**src/rtl/hybrid_bp_pkg.sv**
```systemverilog
// hybrid_bp_pkg: shared types and constants for the hybrid BATAGE/BFNP predictor
package hybrid_bp_pkg;

    localparam int BATAGE_IDX    = 0;
    localparam int BFNP_IDX      = 1;
    localparam int CHOOSER_FLOOR = 0;
    localparam int CHOOSER_STEP  = 1;

    localparam int DEF_NUM_PRED = 2;
    localparam int DEF_CTR_W    = 2;
    localparam int DEF_PC_W     = 32;

    // Per-branch metadata carried from prediction to resolution (default sizing).
    typedef struct packed {
        logic                         pred;
        logic [DEF_NUM_PRED-1:0]      comp_pred;
        logic [$clog2(DEF_NUM_PRED)-1:0] pick;
        logic [DEF_CTR_W-1:0]         ctr;
        logic [DEF_PC_W-1:0]          pc;
    } meta_t;

    // Saturation ceiling of an unsigned chooser counter of width w.
    function automatic int chooser_max(input int w);
        return (1 << w) - 1;
    endfunction

endpackage

```
**src/rtl/chooser_ctr_update.sv**
```systemverilog
// chooser_ctr_update: saturating chooser-counter rule, shared with the chooser table write path
module chooser_ctr_update
    import hybrid_bp_pkg::*;
#(
    parameter int CTR_W = 2
) (
    input  logic [CTR_W-1:0] ctr_i,
    input  logic             batage_i,
    input  logic             bfnp_i,
    input  logic             dir_i,
    output logic [CTR_W-1:0] ctr_o
);

    localparam logic [CTR_W-1:0] CTR_MAX = CTR_W'(chooser_max(CTR_W));
    localparam logic [CTR_W-1:0] CTR_MIN = CTR_W'(CHOOSER_FLOOR);
    localparam logic [CTR_W-1:0] STEP    = CTR_W'(CHOOSER_STEP);

    // Agreement leaves the counter alone; otherwise it moves toward the component that was right.
    always_comb begin
        ctr_o = ctr_i;
        if (batage_i != bfnp_i)
            ctr_o = (bfnp_i == dir_i) ? ((ctr_i == CTR_MAX) ? ctr_i : ctr_i + STEP)
                                      : ((ctr_i == CTR_MIN) ? ctr_i : ctr_i - STEP);
    end

endmodule

```
**src/rtl/hybrid_meta_pipe.sv**
```systemverilog
// hybrid_meta_pipe: predictor metadata pipeline to resolution; PC storage only with HYBRID_META_PIPE_PC_EN
module hybrid_meta_pipe
    import hybrid_bp_pkg::*;
#(
    parameter  int DEPTH    = 3,
    parameter  int NUM_PRED = 2,
    parameter  int CTR_W    = 2,
    parameter  int PC_W     = 32,
    localparam int PICK_W   = $clog2(NUM_PRED)
) (
    input  logic                clk,
    input  logic                rst,
    input  logic                stall,
    input  logic                flush,
    input  logic                in_valid,
    input  logic                in_pred,
    input  logic [NUM_PRED-1:0] in_comp_pred,
    input  logic [PICK_W-1:0]   in_pick,
    input  logic [CTR_W-1:0]    in_ctr,
    input  logic [PC_W-1:0]     in_pc,
    input  logic                resolve_dir,
    output logic                out_valid,
    output logic                out_pred,
    output logic [NUM_PRED-1:0] out_comp_pred,
    output logic [PICK_W-1:0]   out_pick,
    output logic [CTR_W-1:0]    out_ctr,
    output logic [PC_W-1:0]     out_pc,
    output logic                upd_valid,
    output logic [CTR_W-1:0]    upd_ctr,
    output logic [PC_W-1:0]     upd_pc,
    output logic                upd_mispredict,
    output logic [NUM_PRED-1:0] upd_comp_wrong
);

    // Same layout as meta_t, sized by this instance; the PC field exists only when enabled.
    typedef struct packed {
        logic                pred;
        logic [NUM_PRED-1:0] comp_pred;
        logic [PICK_W-1:0]   pick;
        logic [CTR_W-1:0]    ctr;
`ifdef HYBRID_META_PIPE_PC_EN
        logic [PC_W-1:0]     pc;
`endif
    } stage_t;

    logic   [DEPTH-1:0] valid_q, valid_d;
    stage_t [DEPTH-1:0] stage_q, stage_d;
    stage_t             in_stage, oldest;
    logic               retire;
    logic [CTR_W-1:0]   new_ctr;
    logic               upd_valid_q, upd_mispredict_q;
    logic [CTR_W-1:0]   upd_ctr_q;
    logic [NUM_PRED-1:0] upd_comp_wrong_q;

    assign oldest = stage_q[DEPTH-1];
    assign retire = !stall && valid_q[DEPTH-1];

    // Pack the incoming prediction into a stage payload.
    always_comb begin
        in_stage           = '0;
        in_stage.pred      = in_pred;
        in_stage.comp_pred = in_comp_pred;
        in_stage.pick      = in_pick;
        in_stage.ctr       = in_ctr;
`ifdef HYBRID_META_PIPE_PC_EN
        in_stage.pc        = in_pc;
`endif
    end

    // Shift one stage per unstalled cycle; flush kills every valid bit, including the incoming one.
    always_comb begin
        valid_d = valid_q;
        stage_d = stage_q;
        if (!stall) begin
            valid_d[0] = in_valid;
            stage_d[0] = in_stage;
            for (int k = 1; k < DEPTH; k++) begin
                valid_d[k] = valid_q[k-1];
                stage_d[k] = stage_q[k-1];
            end
        end
        if (flush) valid_d = '0;
    end

    // Stage registers.
    always_ff @(posedge clk) begin
        if (rst) begin
            valid_q <= '0;
            stage_q <= '0;
        end else begin
            valid_q <= valid_d;
            stage_q <= stage_d;
        end
    end

    chooser_ctr_update #(.CTR_W(CTR_W)) u_chooser (
        .ctr_i    (oldest.ctr),
        .batage_i (oldest.comp_pred[BATAGE_IDX]),
        .bfnp_i   (oldest.comp_pred[BFNP_IDX]),
        .dir_i    (resolve_dir),
        .ctr_o    (new_ctr)
    );

    // Capture the retiring entry's chooser update; the valid flag is a one-cycle pulse per retire.
    always_ff @(posedge clk) begin
        if (rst) begin
            upd_valid_q      <= 1'b0;
            upd_ctr_q        <= '0;
            upd_mispredict_q <= 1'b0;
            upd_comp_wrong_q <= '0;
        end else begin
            upd_valid_q <= retire;
            if (retire) begin
                upd_ctr_q        <= new_ctr;
                upd_mispredict_q <= oldest.pred ^ resolve_dir;
                upd_comp_wrong_q <= oldest.comp_pred ^ {NUM_PRED{resolve_dir}};
            end
        end
    end

`ifdef HYBRID_META_PIPE_PC_EN
    logic [PC_W-1:0] upd_pc_q;

    // PC of the retiring entry.
    always_ff @(posedge clk) begin
        if (rst) upd_pc_q <= '0;
        else if (retire) upd_pc_q <= oldest.pc;
    end

    assign out_pc = oldest.pc;
    assign upd_pc = upd_pc_q;
`else
    logic unused_pc;
    assign unused_pc = ^in_pc;
    assign out_pc    = '0;
    assign upd_pc    = '0;
`endif

    assign out_valid      = valid_q[DEPTH-1];
    assign out_pred       = oldest.pred;
    assign out_comp_pred  = oldest.comp_pred;
    assign out_pick       = oldest.pick;
    assign out_ctr        = oldest.ctr;
    assign upd_valid      = upd_valid_q;
    assign upd_ctr        = upd_ctr_q;
    assign upd_mispredict = upd_mispredict_q;
    assign upd_comp_wrong = upd_comp_wrong_q;

endmodule
```
**config.mk**
```make
export PLATFORM = sky130hd
export DESIGN_NAME = hybrid_meta_pipe
export DESIGN_NICKNAME = d
export VERILOG_FILES = /design/src/rtl/hybrid_bp_pkg.sv /design/src/rtl/chooser_ctr_update.sv /design/src/rtl/hybrid_meta_pipe.sv
export SDC_FILE = /design/constraint.sdc
export NUM_CORES = 1
export LEC_CHECK = 0
export CAP_MARGIN = 15
export CORE_MARGIN = 5
export CORE_UTILIZATION = 34
export DETAILED_ROUTE_END_ITERATION = 8
export PLACE_DENSITY = 0.8
export SYNTH_ARGS = -nofsm -noshare
export SYNTH_HDL_FRONTEND = slang
export SYNTH_HIERARCHICAL = 1
export SYNTH_SLANG_ARGS = --single-unit
```
**constraint.sdc**
```tcl
create_clock -name clk -period 1.48 [get_ports clk]
set_input_delay 0.296 -clock clk [delete_from_list [all_inputs] [get_ports clk]]
set_output_delay 0.296 -clock clk [all_outputs]
set_load 0.005 [all_outputs]
```
Yosys cells after proc, flatten, opt, wreduce, memory -nomap -nowiden. Index checks and enable logic that the tools add are counted. W data, S select, Z words.

Bits of input ports: 44. Register bits after elaboration: 27. Logic and storage cells: 32.

Equality and inequality tests: 3. Bitwise logic cells: 2. Add/subtract/negate cells: 2. Muxes and demuxes: 4. Reduce and logical (&&, ||, !) cells: 4.

Operator list (count): $mux W2 (4); $add A2 B1 Y2 const B (1); $eq A2 B2 Y1 const B (1); $logic_not A2 Y1 (1); $reduce_or A2 Y1 (1); $sub A2 B1 Y2 const B (1); $xor A2 B2 Y2 (1); $eq A1 B1 Y1 (1); $logic_and A1 B1 Y1 (1); $logic_not A1 Y1 (1); $ne A1 B1 Y1 (1); $xor A1 B1 Y1 (1).

Longest topological paths before layout.
Depth in word-level cells: 4. Depth in mapped cells: 6. Gate-level depth less buffers: 5.

Cells and area by module. Netlist, hierarchy kept.

Modules (own cells, without submodules): hybrid_meta_pipe (sequential area each 540.5 sq um, instances 1, area each 1542.7 sq um, cells each 163); chooser_ctr_update (sequential area each 0.0 sq um, instances 1, area each 107.6 sq um, cells each 17).

Worst setup path after synthesis. No wires, ideal clock.

Kind: register to register. Start point: register stage_q (netlist bit out_comp_pred[1]). End point: register upd_ctr_q[0] (netlist: upd_ctr[0]). Arrival: 1.089 ns. Setup time: 0.070 ns. Cell stages (with the launch flop): 7. Buffers on the path: 1. Clock period less this slack: 1.159 ns. Data required time: 1.410 ns. Path slack: 0.321 ns. Cell sequence: dfxtp_1 -> buf_4 -> xor2_1 -> nor2_1 -> a221oi_1 -> nand2_1 -> a21oi_1.

Longest elaborated chain between the ends: 3. Elaborated cells on any way between the ends: 4. Classes of those cells: 2 x eq/ne; 2 x mux.

RTL lines: from (decl) (RTL line hybrid_meta_pipe.sv:47) `stage_t [DEPTH-1:0] stage_q, stage_d;`; from (signal assigned) (RTL line hybrid_meta_pipe.sv:92) `stage_q <= stage_d;`; $eq A1 B1 Y1 (RTL line chooser_ctr_update.sv:22) `ctr_o = (bfnp_i == dir_i) ? ((ctr_i == CTR_MAX) ? ctr_i : ctr_i + STEP)`; $mux W2 (RTL line chooser_ctr_update.sv:22); $mux W2 (*) (RTL line chooser_ctr_update.sv:21) `if (batage_i != bfnp_i)`; via new_ctr[0] (RTL line hybrid_meta_pipe.sv:50) `logic [CTR_W-1:0] new_ctr;`; to (signal assigned) (RTL line hybrid_meta_pipe.sv:114) `upd_ctr_q <= new_ctr;`; to (decl) (RTL line hybrid_meta_pipe.sv:52) `logic [CTR_W-1:0] upd_ctr_q;`.

The timed path passes the listed nets; every way through them passes the cells marked *. A chain may end at the register's enable or synchronous reset.

Worst setup path in the final report.
Start point: register stage_q (netlist bit out_pred). End point: output out_pred.

RTL lines: to (decl) (RTL line hybrid_meta_pipe.sv:23) `output logic out_pred,`.

No word-level cell between the ends.

==> qor.yml <==
outcome: "finished clean"
fin_nets: 247
clock_path_buffers: 2
yosys.area.top_type: "sky130_fd_sc_hd__dfxtp_1"
synth.mux.area_fraction: 0.1274
crit_path_max_fanout: 3
clk_latency_ns: 0.27
grtUsageMet1: 0.09023
grt_overflow_total: 0
die_height_um: 79.67
drt_drc_violations_left: 0
pwr_density_cell_nw_per_um2: 749.4
post-dp-hpwl_um: 1966
cts_max_level: 1
boundary_pins: 121
worst_clock_skew_ns: 0.001586
post_synth_instance_area_um2: 1650
grt-busiest-layer: "met2"
timing.critical_path.depth: 1
met2_usage_grt: 0.1285
avgRoutedWirePerCell_um: 9.416
synth_most_common_cell: "sky130_fd_sc_hd__buf_4"
final_area_um2: 1782
fin_crit_sh: 0.9696
drtIter0Drc: 29
regToRegStartpoint: "out_comp_pred[1]"
yosysSeqAreaShare: 0.3275
min-delay-path-class: "flop to flop"
timing.hold.ws_ns: 0.4592
synth_xor_xnor_area_share: 0.02123
routed-via-count: 982
rr_worst_depth: 6
fp.coreArea_um2: 4723
max_cap_violations: 0
maxClockFrequency_mhz: 696.8
synthDistinctLibCells: 26
critPathCapture: "out_pred"
timing.critical_path.cells: "clkdlybuf4s50_1"
cp-end-kind: "output port"
first_global_vias: 845
drt_wl_total_um: 2533
synth-main-ff-cell: "sky130_fd_sc_hd__dfxtp_1"
syn_inst: 180
floorplan.initialDensity: 0.3494
synth_top_family_by_area: "buffers and inverters"
antenna_violating_nets_post_route: 0
synth-adder-area-share: 0
fin_total_pwr_mw: 1.335
crit_arrival_ns: 1.14
power.static_leakage_nw: 0.8752
synth_enable_flop_cells: 0
number_of_antenna_violations_at_the_first_check_in_global_routing: 0
detailed_place.area_um2: 1707
yosys-top-cells-area: "sky130_fd_sc_hd__dfxtp_1 33%, sky130_fd_sc_hd__buf_4 31%, sky130_fd_sc_hd__mux2i_1 13%"
hold_buffers: 0
global_route_wire_length_before_repair_um: 3864
timing.reg2reg.setup_slack_ns: 0.20
rsz0062_at_grt: "no"
clock_sinks: 27
postSynthAreaPerCell_um2: 9.169
cts_buffers: 3
synth.top_cell.area_share: 0.3275
ys.warnings.count: 6
route.detailed.vias_per_inst: 3.651
die_area_um2: 6347
synth_async_sr_flop_share: 0
cts_tree: "yes"
firstDrtPassIters: 4
final_critical_path_setup_slack_ns: 0.04494
diodes: 0
max-vdd-ir-drop_mv: 0.4400
critical-path-top-delay-family: "buffers and inverters"
compound_cell_area_share_of_the_yosys_netlist: 0.05686
utilization: 0.3772
crit_type: "flop to output port"
post_synth_most_frequent_cells: "69 x sky130_fd_sc_hd__buf_4, 27 x sky130_fd_sc_hd__dfxtp_1, 21 x sky130_fd_sc_hd__mux2i_1"
worst_path_max_delay_cell: "sky130_fd_sc_hd__clkdlybuf4s50_1"
layout-drive-gt1-share: 0.1287
syn_to_final_growth_pct: 7.961
postSynthRegisterBits: 27
crit_required_ns: 1.18
worstHoldStart: "upd_ctr[1]"
finalHoldViolCount: 0
crit_path_start: "out_pred"
report.final.slew_viol_count: 0
critical_path.max_stage_delay_ns: 0.51
globalplace.congestion: 0.6730
cp-start-kind: "flop"
critical_path.n_buffers_inverters: 1
portBuffers: 24
synth_simple_gate_area_share: 0.1099
largest_net_degree_at_the_start_of_global_routing: 28
clk_transition_reported_paths_ns: 0.09
shortest_period_the_worst_path_allows_ns: 1.435
placementRows: 25
reg2reg_to: "upd_ctr[0]"
finalSetupViolations: 0
track_usage: 0.07808
placement.setup.worst_slack_ns: -0.08648
met3_usage_in_global_routing: 0.02370
cts.root.buffer_cell: "sky130_fd_sc_hd__clkbuf_8"
die_boundary_width_um: 79.67
-- through the flow --
step                      TNS, ns  cells
final                           0    269
after CTS                       0    269
after floorplan                 0    243
after global placement    -0.2572    265
after detailed placement  -0.3287    265
after global routing            0    269
-- placed cells by master, fill, tap and decap left out, types with 4 or more instances in the layout --
cell | Yosys | final
sky130_fd_sc_hd__mux2i_1 | 21 | 21
sky130_fd_sc_hd__dfxtp_1 | 27 | 19
sky130_fd_sc_hd__buf_4 | 69 | 5
sky130_fd_sc_hd__clkdlybuf4s50_1 | 0 | 19
sky130_fd_sc_hd__dfxtp_4 | 0 | 4
sky130_fd_sc_hd__dlymetal6s2s_1 | 0 | 4
sky130_fd_sc_hd__dfxtp_2 | 0 | 4
sky130_fd_sc_hd__nor2_1 | 20 | 20
sky130_fd_sc_hd__nand2_1 | 5 | 5
sky130_fd_sc_hd__conb_1 | 1 | 64
-- registers in the layout, summed over array words and instances, names as in the netlist --
name,count
out_pick,1
out_ctr,2
upd_valid,1
out_comp_pred,2
stage_q,12
upd_ctr,2
out_pred,1
upd_mispredict,1
upd_comp_wrong,2
valid_q,3
-- how the worst min path moves through the flow --
stage | end | cells after the start | slack [ns]
after global placement | upd_ctr[1] | 2 | 0.45
after global routing | upd_ctr[1] | 2 | 0.48
after CTS | upd_ctr[1] | 2 | 0.46
after floorplan | valid_q[0] | 1 | 0.38
after detailed placement | upd_ctr[1] | 2 | 0.45
final | upd_ctr[1] | 2 | 0.46
-- repair_timing --
| action | 4_1_cts | 5_1_grt |
|---|---|---|
| gates resized for setup | 10 | 7 |
| buffers inserted | 0 | 0 |
| setup endpoints to repair | 6 | 6 |
-- logic make-up after synthesis --
group,count (synthesis)
compound gates,12
xor+xnor,4
buf+inv,77
flops,27
mux,21
other cells,1
simple gates,38
-- report_power, final --
group	internal, mW	total [mW]	switching (mW)
logic	0.0773	0.174	0.0970
registers	0.739	0.751	0.0115
clock network	0.188	0.410	0.222
total	1.01	1.34	0.330
-- layout make-up --
class | count | area, um2
fillers | 459 | 2942
multi-input cells | 139 | 760.7
flip-flops and latches | 27 | 560.5
repair buffers | 31 | 326.6
well taps | 67 | 83.83
clock buffers | 3 | 41.29
clock inverters | 1 | 5.005
inverters | 1 | 3.754
-- layer usage --
| metal | wire (um) | up-vias |
|---|---|---|
| met4 | 44 | 0 |
| met3 | 263 | 5 |
| met2 | 1215 | 49 |
| met5 | 0 | - |
| li1 | - | 488 |
| met1 | 1009 | 440 |
Power figures use the tool's default switching activity.
==> RTL edit, RTL diff (same flow settings) <==
Build with the macro `HYBRID_META_PIPE_PC_EN` defined.
--- a/src/rtl/hybrid_meta_pipe.sv
+++ b/src/rtl/hybrid_meta_pipe.sv
@@ -1,4 +1,6 @@
 // hybrid_meta_pipe: predictor metadata pipeline to resolution; PC storage only with HYBRID_META_PIPE_PC_EN
+`define HYBRID_META_PIPE_PC_EN
+
 module hybrid_meta_pipe
     import hybrid_bp_pkg::*;
 #(
Behaviour: not the same (a bounded check fails within 4 cycles, from zero or initial values and one cycle with rst high).
==> RTL edit against the original RTL <==
Wire length rose to 4.7 times the old value; power rose to 6.8 times the old value; worst setup slack improved by 0.099 ns; non-clock buffer count rose by 114; hold slack got worse by 0.25 ns; area after synthesis rose to 3.5 times the old value; sequential power rose to 5.8 times the old value; register-to-register slack improved by 0.03 ns; sequential cell count rose by 128; cell area rose to 4.3 times the old value; largest cell class is now flip-flops and latches; largest power group unchanged; highest routed layer unchanged.
==> RTL edit: results (changes against the original RTL) <==
Slowest CP cell -> dfxtp_1
Non-clk bufs -> 145 (+370%)
Seq cells post-synth -> 155 (+470%)
Skew final -> 0.00723 ns (+0.00564 ns)
Multi-input logic area -> 2240 sq um (+190%)
Leak Pwr -> 3.50 nW (+300%)
Share of layout cells above drive strength 1 -> 12.0% (-0.91 points)
Gpl congestion -> 0.728 (+8.2%)
Vias in the first global route -> 4,003 (+370%)
H-tree levels -> 4 (+3)
Port buffer count -> 120 (+400%)
Drt first-iter violations -> 125 (+330%)
CP arrival -> 1.04 ns (-0.10 ns)
Max incr delay on CP -> 0.36 ns (-0.15 ns)
Total wire length -> 11.9 mm (+370%)
Clk_buf instances -> 23 (+20)
Hold crit path type -> in2reg
Outcome -> finished clean
Gr usage total -> 12.4% (+4.6 points)
Setup crit start -> out_pc[16]$_SDFFE_PP0N_
Root Driver -> clkbuf_16
Clock latency on the worst-skew pair -> 0.41 ns (+0.14 ns)
Commonest cells post-synth -> dfxtp_1 (155), nor2_1 (119), mux2i_1 (117)
Clock transition at path regs -> 0.06 ns (-0.03 ns)
Filler Cells Inserted -> 1,644 (+260%)
Synth top area cells -> dfxtp_1 (53%), mux2i_1 (20%), nor2_1 (7.6%)
Seq area share -> 41.1% (+9.6 points)
Multi-Input Combinational -> 363 (+160%)
Placed instance area -> 7130 sq um (+320%)
Hold Path End -> upd_pc[14]$_SDFFE_PP0P_
TritonCTS Buffers -> 17 (+14)
Non-clk buf share -> 18.5% (+0.21 points)
Clock buf/inv share -> 7.34% (+4.7 points)
Hold slack final -> 0.208 ns (-0.252 ns)
First-pass GRT wire length -> 20.2 mm (+420%)
Finished Cell Area -> 7640 sq um (+330%)
Seq/Total Area, Yosys -> 53.0% (+20 points)
Hold wc startpoint -> rst
Worst vdd rail ir drop -> 0.715 mV (+62%)
Nets@finish -> 727 (+190%)
Largest net degree at the start of global routing -> 76 (+170%)
DPL Wire Length -> 8.12 mm (+310%)
Critical path's top delay family -> flip-flops
Launching point of the worst reg2reg path -> out_comp_pred[1]$_SDFFE_PP0N_
Vias post-DR -> 4,091 (+320%)
Synth Flop Type -> dfxtp_1
Max reg flops -> 76 (+64)
Worst reg-to-reg setup slack -> 0.23 ns (+0.03 ns)
[RTL edit: cells by family (layout without fill, tap and decap cells)]
group / Yosys count / count (layout) / synth area share (%)
AOI/OAI and AO/OA: 44 / 44 / 4.34
buffers and inverters: 76 / 176 / 8.83
xor gates and xnor gates: 4 / 4 / 0.599
DFF: 155 / 155 / 53.0
and+or+nand+nor: 198 / 198 / 13.2
muxes: 117 / 117 / 20.0
[RTL edit: how the worst max path moves through the flow]
stage          depth (start not counted)                 endpoint  slack, ns
3_5_place_dp                           6  upd_ctr[1]$_SDFFE_PP0P_      -0.11
6_report                               1               out_pc[16]       0.14
4_1_cts                                1               out_pc[16]       0.11
3_3_place_gp                           6  upd_ctr[1]$_SDFFE_PP0P_      -0.08
5_1_grt                                1               out_pc[16]       0.08
2_1_floorplan                          6  upd_ctr[0]$_SDFFE_PP0P_       0.32
[RTL edit: timing repair]
action,4_1_cts,5_1_grt
buffers inserted,1,0
gates resized for setup,104,0
endpoints found under the setup margin,77,0
hold buffers,0,0
[RTL edit: metal layers]
| metal | global-route usage, % | routed length, um |
|---|---|---|
| met3 | 3.22 | 498 |
| met4 | 5.00 | 209 |
| met2 | 19.9 | 5750 |
| met5 | 0 | 0 |
| met1 | 15.9 | 5470 |
[RTL edit: through the flow]
stage                     worst slack (ns)  power, W  cells  utilization [%]
after floorplan                      0.321   0.00481    594                -
after detailed placement            -0.114   0.00504    888             41.7
after global placement             -0.0790   0.00502    888             41.7
final                                0.144   0.00906    919             44.6
after CTS                            0.112   0.00919    919             44.6
after global routing                0.0815   0.00947    919             44.6
[RTL edit: power breakdown]
| group | switching (W) | total [W] | internal, W |
|---|---|---|---|
| clock | 0.00158 | 0.00414 | 0.00255 |
| combinational | 0.000256 | 0.000574 | 0.000318 |
| sequential | 0.0000626 | 0.00435 | 0.00429 |
